$ cat src/rtl/uart_receiver.sv
// uart_receiver
// Receive side of the UART link. Deserialises 11-bit frames
// (start=0, 8 data bits MSB first, even parity, stop=1) into one byte per frame
// and reports parity and framing status alongside it.
//
// Ports:
//   clk         system clock, all logic on posedge
//   rst_n       synchronous active-low reset
//   rx_in       serial line, idle high (same clock domain as the transmitter)
//   data_out    last received byte, held until the next completed frame
//   data_valid  one-cycle pulse when a frame completes
//   parity_err  qualifies data_valid: parity mismatch
//   frame_err   qualifies data_valid: stop bit sampled low
//   busy        high from start detection through the stop-bit sample
//
// State  | meaning
// -------+------------------------------------------------------------
// IDLE   | line idle, waiting for a low sample
// START  | start bit seen, waiting for the mid-bit verification sample
// DATA   | shifting in 8 data bits, MSB first
// PARITY | sampling the parity bit
// STOP   | sampling the stop bit, publishing byte and status
// BREAK  | stop bit was low; wait for the line to return high

module uart_receiver #(
    parameter int CLKS_PER_BIT = 1
) (
    input  logic       clk,
    input  logic       rst_n,
    input  logic       rx_in,
    output logic [7:0] data_out,
    output logic       data_valid,
    output logic       parity_err,
    output logic       frame_err,
    output logic       busy
);

    localparam int HALF = (CLKS_PER_BIT - 1) / 2;
    localparam int CW   = $clog2(CLKS_PER_BIT) + 1;

    // Sample timer is a down-counter; a sample is taken when it reaches zero.
    localparam logic [CW-1:0] BIT_LOAD  = CW'(CLKS_PER_BIT - 1);
    localparam logic [CW-1:0] HALF_LOAD = CW'((HALF > 0) ? (HALF - 1) : 0);

    typedef enum logic [2:0] {
        IDLE,
        START,
        DATA,
        PARITY,
        STOP,
        BREAK
    } state_t;

    state_t        state, state_nxt;
    logic [CW-1:0] cnt, cnt_nxt;
    logic [2:0]    bit_idx, bit_idx_nxt;
    logic [7:0]    shift, shift_nxt;
    logic          par_bit, par_bit_nxt;
    logic [7:0]    data_out_nxt;
    logic          data_valid_nxt, parity_err_nxt, frame_err_nxt;
    logic          tick;

    assign tick = (cnt == '0);
    assign busy = (state == START) || (state == DATA) ||
                  (state == PARITY) || (state == STOP);

    always_ff @(posedge clk) begin
        if (!rst_n) begin
            state      <= IDLE;
            cnt        <= '0;
            bit_idx    <= '0;
            shift      <= '0;
            par_bit    <= 1'b0;
            data_out   <= '0;
            data_valid <= 1'b0;
            parity_err <= 1'b0;
            frame_err  <= 1'b0;
        end else begin
            state      <= state_nxt;
            cnt        <= cnt_nxt;
            bit_idx    <= bit_idx_nxt;
            shift      <= shift_nxt;
            par_bit    <= par_bit_nxt;
            data_out   <= data_out_nxt;
            data_valid <= data_valid_nxt;
            parity_err <= parity_err_nxt;
            frame_err  <= frame_err_nxt;
        end
    end

    always_comb begin
        state_nxt      = state;
        cnt_nxt        = tick ? cnt : (cnt - CW'(1));
        bit_idx_nxt    = bit_idx;
        shift_nxt      = shift;
        par_bit_nxt    = par_bit;
        data_out_nxt   = data_out;
        data_valid_nxt = 1'b0;
        parity_err_nxt = 1'b0;
        frame_err_nxt  = 1'b0;

        case (state)
            IDLE: begin
                if (!rx_in) begin
                    bit_idx_nxt = '0;
                    // With no room for a mid-bit sample the detection sample
                    // doubles as the verification sample.
                    if (HALF == 0) begin
                        state_nxt = DATA;
                        cnt_nxt   = BIT_LOAD;
                    end else begin
                        state_nxt = START;
                        cnt_nxt   = HALF_LOAD;
                    end
                end
            end
            START: begin
                if (tick) begin
                    if (rx_in) begin
                        state_nxt = IDLE;
                    end else begin
                        state_nxt   = DATA;
                        cnt_nxt     = BIT_LOAD;
                        bit_idx_nxt = '0;
                    end
                end
            end
            DATA: begin
                if (tick) begin
                    shift_nxt   = {shift[6:0], rx_in};
                    cnt_nxt     = BIT_LOAD;
                    bit_idx_nxt = bit_idx + 3'd1;
                    if (bit_idx == 3'd7) begin
                        state_nxt = PARITY;
                    end
                end
            end
            PARITY: begin
                if (tick) begin
                    par_bit_nxt = rx_in;
                    cnt_nxt     = BIT_LOAD;
                    state_nxt   = STOP;
                end
            end
            STOP: begin
                if (tick) begin
                    data_out_nxt   = shift;
                    parity_err_nxt = ^{shift, par_bit};
                    frame_err_nxt  = ~rx_in;
                    data_valid_nxt = 1'b1;
                    // A low stop bit means the line may be held in break;
                    // don't treat that low level as a new start bit.
                    state_nxt      = rx_in ? IDLE : BREAK;
                end
            end
            BREAK: begin
                if (rx_in) begin
                    state_nxt = IDLE;
                end
            end
            default: begin
                state_nxt = IDLE;
            end
        endcase
    end

endmodule

$ cat config.mk
export PLATFORM = sky130hd
export DESIGN_NAME = uart_receiver
export DESIGN_NICKNAME = d
export VERILOG_FILES = /design/src/rtl/uart_receiver.sv
export SDC_FILE = /design/constraint.sdc
export NUM_CORES = 1
export LEC_CHECK = 0
export ABC_CLOCK_PERIOD_IN_PS = 1500
export CAP_MARGIN = 15
export CORE_UTILIZATION = 31
export CTS_CLUSTER_SIZE = 40
export DETAILED_ROUTE_END_ITERATION = 8
export SYNTH_ARGS = -nofsm -noshare
export SYNTH_HDL_FRONTEND = slang
export SYNTH_SLANG_ARGS = --single-unit
export TNS_END_PERCENT = 30
$ cat constraint.sdc
create_clock -name clk -period 1.5 [get_ports clk]
set_input_delay 0.3 -clock clk [delete_from_list [all_inputs] [get_ports clk]]
set_output_delay 0.3 -clock clk [all_outputs]
set_load 0.01 [all_outputs]
==> Yosys cells after proc, flatten, opt, wreduce, memory -nomap -nowiden <==
Cells that the tools add are included.
Widths: inputs -> output; s select.
{ "totals": {"memories": 0, "reg_bits": 27, "word_cells": 62, "output_inout_bits": 12, "latchBits": 0, "ramBits": 0, "rom_bits": 0} }
{ "op_classes": {"shift": 0, "reduce_logical": 14, "bitwise": 4, "n_mux": 20, "n_eq_ne": 13, "order_cmp": 0, "multipliers": 0, "div_mod_pow": 0, "n_addsub": 2} }
{ "op_table": {"columns": ["operator", "count"], "rows": [
  ["$mux 3", 11],
  ["$pmux 3 s6", 1],
  ["$ne 2x2->1 const B", 6],
  ["$eq 3x3->1 const B", 3],
  ["$pmux 3 s3", 1],
  ["$reduce_xor 9->1", 1],
  ["$reduce_and 2->1", 4],
  ["$reduce_and 7->1", 1],
  ["$eq 3x2->1 const B", 2],
  ["$mux 1", 5],
  ["$not 1->1", 4],
  ["$add 3x1->3 const B", 1],
  ["$eq 3x1->1 const B", 1],
  ["$logic_not 3->1", 1],
  ["$logic_or 1x1->1", 3],
  ["$pmux 1 s3", 1],
  ["$reduce_and 3->1", 1],
  ["$reduce_bool 3->1", 1],
  ["$reduce_or 3->1", 1],
  ["$mux 2", 1],
  ["$ne 2x1->1 const B", 1],
  ["$reduce_or 2->1", 1],
  ["$sub 1x1->1 const B", 1]
]} }

==> Logic depth before layout (Yosys ltp) <==
{ "logic_depth": {"ltp_word": 5, "ltp_mapped": 5} }

==> Worst setup path before layout <==
No wires, ideal clock.
{ "synth_path": {"path_type": "register to register", "from": "register bit_idx[0]", "to": "register bit_idx[2]", "stages_incl_launch_ff": 6, "path_slack_ps": 241, "path_buffers": 0, "t_arrival_ps": 1183, "cell_sequence": "dfxtp_1 -> ha_1 -> ha_1 -> nor4bb_1 -> a31oi_1 -> a21boi_0"} }
{ "synth_via": {"elab_chain_cells": 3} }
{ "synth_lines": {"columns": ["element", "line_no", "text"], "rows": [
  ["start, declared", "56", "logic [2:0] bit_idx, bit_idx_nxt;"],
  ["start signal, assigned", "81", "bit_idx <= bit_idx_nxt;"],
  ["$add 3x1->3", "132", "bit_idx_nxt = bit_idx + 3'd1;"],
  ["$mux 3", "129", "if (tick) begin"],
  ["$pmux 3 s3", "102", "case (state)"]
]} }
Every way passes these cells. The select of a mux whose other input is x is not followed.
A chain may end at the register's enable or synchronous reset.

==> Worst setup path in the final report <==
{ "layout_path": {"from": "register data_out[3]", "to": "output port data_out[3]"} }
{ "layout_rtl": {"columns": ["element", "line_no", "text"], "rows": [
  ["start, declared", "31", "output logic [7:0] data_out,"],
  ["start signal, assigned", "84", "data_out <= data_out_nxt;"]
]} }
No word-level cell between the ends.

==> metrics <==
delay-heaviest family, CP=buffers and inverters; min cycle time layout=~1.4 ns; PD cells=955.0 nW/um2; Max H-tree Level=1; Final nets=128; Worst Path Buf+Inv=1; setup violators final=0; setup ws final=between 0.05 and 0.06 ns; Final TNS setup=0 ns; vias in the first global route=728; Die ar.=3928 um2; synth top area cells=dfxtp_1, mux2i_1, nor2b_1; required time of the critical path=between 1 and 1.5 ns; Die H=around 63 um; Post-synth EDFFs=0; GR Util All Layers=11.08%; row cnt=21; worst hold start=data_out[6]; Yosys top cell by area=dfxtp_1; Setup crit end kind=primary output; worst skew pair latency=~0.27 ns; Synth Cell Area=around 1100 um2; worst-margin pin slew=around 0.27 ns; # port buffers=14; first-pass GRT wire length=3394 um; Avg Vias per Cell=approximately 4.5; GRT overflow=0; Final Cycle Share=approximately 96%; Critical Path Start=data_out[3]; CTS Buf Count=3; R2R depth=5; hold depth=2; drt pass-1 iters=2; Routed Antenna Nets=0; Fillers=around 320; top cells by count, synth=dfxtp_1, mux2i_1, nor2b_1; clock sinks=26; initial antenna violation count=0; area of the multi-input gates=a little under 600 um2; Final Non-Filler Cells=approximately 170; ys flop type=dfxtp_1; top-count cell post-synth=dfxtp_1; RSZ-0062 raised after global routing=no; TritonCTS clock tree=built; FF+latch area=520.5 um2; yosys warns=0; WL/cell=roughly 12 um; Final Wtd Congestion=around 0.72; Crit Path Class=register to primary output; CP Data Arrival Time=approximately 1.1 ns; Ant. Diodes=0; DRC=0; Hold Slack=0.5173 ns; layout cell share with drive strength beyond 1=around 9.8%; clk_skew=about 0.0026 ns; area grow syn2layout=25.66%; DP Cell Count=between 150 and 200; max-slew violations=0; Setup crit start kind=register; routed wire length=2046 um; chip width=62.67 um; peak supply drop=about 0.56 mV; Seq cells post-synth=26; Mapped Cells=~110; DP Worst Slack=between 0.003 and 0.004 ns; worst stage delay on the critical path=0.54 ns; core area=approximately 3400 um2; hold crit path type=register to register; Syn Area/Cell=about 11 um2; DRT iter0 DRCs=20; status=complete, no violations; worst path cell trace=clkdlybuf4s50_1; largest net degree at the start of global routing=26; CTS max path bufs=2; total stage count of the critical path=1; Yosys top cell area share=~46%; f_max=0.6937 GHz; Max Cap Viol=0; Starting Density=roughly a third; Crit Path Max Fanout=2; final hold vios=0; Post-CTS Setup Inserts=0; # IOs=15; root buffer cell=clkbuf_8; RR Startpoint=state[1]; syn_nets=110; FFs w/ async S/R, synth=0%; post-synth cell types=26; CP max stage cell=clkdlybuf4s50_1; post-synthesis sequential area ratio=a little under half; Leak=between 0.5 and 0.6 nW; slew margin rel.=82.25%; r2r setup slk=roughly 0.1 ns; Vias=~760; Reg clk slew, reported paths=0.09 ns
placed cells by master (no fill, tap or decap), drive strengths merged, types with 2 or more instances in the layout:
master	count
xnor2	3
a31oi	3
a21boi	5
nor3b	2
mux2i	18
xnor3	2
nand2	3
o21ai	3
clkbuf	3
nor4bb	2
clkdlybuf4s50	12
ha	2
nor2b	18
buf	6
dfxtp	26
power breakdown:
group          total (mW)  leakage, nW  internal, mW  switching (mW)
clock               0.577       0.0357         0.357           0.220
sequential          0.705        0.210         0.697         0.00741
combinational      0.0873        0.299        0.0486          0.0387
total                1.37        0.545          1.10           0.267
what timing repair did:
| item | CTS | global route |
|---|---|---|
| resized for setup | 2 | 4 |
| hold buffers | 0 | 0 |
| setup endpoints to repair | 9 | 2 |
logic make-up (layout without fill, tap and decap cells):
logic type	count (synthesis)	in the layout	synth area share, %
XOR/XNOR	6	6	7.018
adder cells (fa/ha/maj)	2	2	2.193
AND/OR/NAND/NOR	34	34	19.74
AO/OA/AOI/OAI	11	11	6.250
flip-flops	26	26	45.61
buffers and inverters	8	25	3.399
multiplexers	18	18	15.79
state kept, by name, indices dropped and copies added (netlist names):
register / flops
data_valid: 1
frame_err: 1
parity_err: 1
data_out: 8
par_bit: 1
bit_idx: 3
state: 3
shift: 8
worst reg2reg max path, stage by stage, from the launching register on:
cell and delay, ns:
dfxtp_1 0.36, buf_4 0.19, nor3b_2 0.29, buf_6 0.20
mux2i_1 0.20, nor2b_1 0.06
per-stage QoR:
| stage | power (mW) | area, um2 | util [%] |
|---|---|---|---|
| floorplan | 0.7776 | 1141 | - |
| global placement | 0.8029 | 1349 | 39.19 |
| detailed placement | 0.8043 | 1349 | 39.19 |
| CTS | 1.389 | 1424 | 41.37 |
| global route | 1.430 | 1434 | 41.66 |
| finish | 1.369 | 1434 | 41.66 |
final timing paths:
path / endpoint
worst min-delay path: data_out[6]
worst min register to register: data_out[6]
worst max-delay path: data_out[3]
worst max register to register: shift[3]
metal layers:
| metal | global-route usage [%] | up-vias | wire length (um) |
|---|---|---|---|
| met3 | 1.642 | 4 | 37 |
| met1 | 14.61 | 349 | 1026 |
| met4 | 5.233 | 0 | 40 |
| met5 | 0 | - | 0 |
| li1 | - | 395 | - |
| met2 | 17.66 | 11 | 941 |
layout make-up:
type                       instances  area share, %
timing repair buffer              20          13.35
clock inverter                     1          2.094
multi-input combinational         71          41.10
sequential                        26          36.30
inverter                           1         0.2618
clock buffer                       3          2.880
tap                               46          4.014
Power figures use the tool's default switching activity.
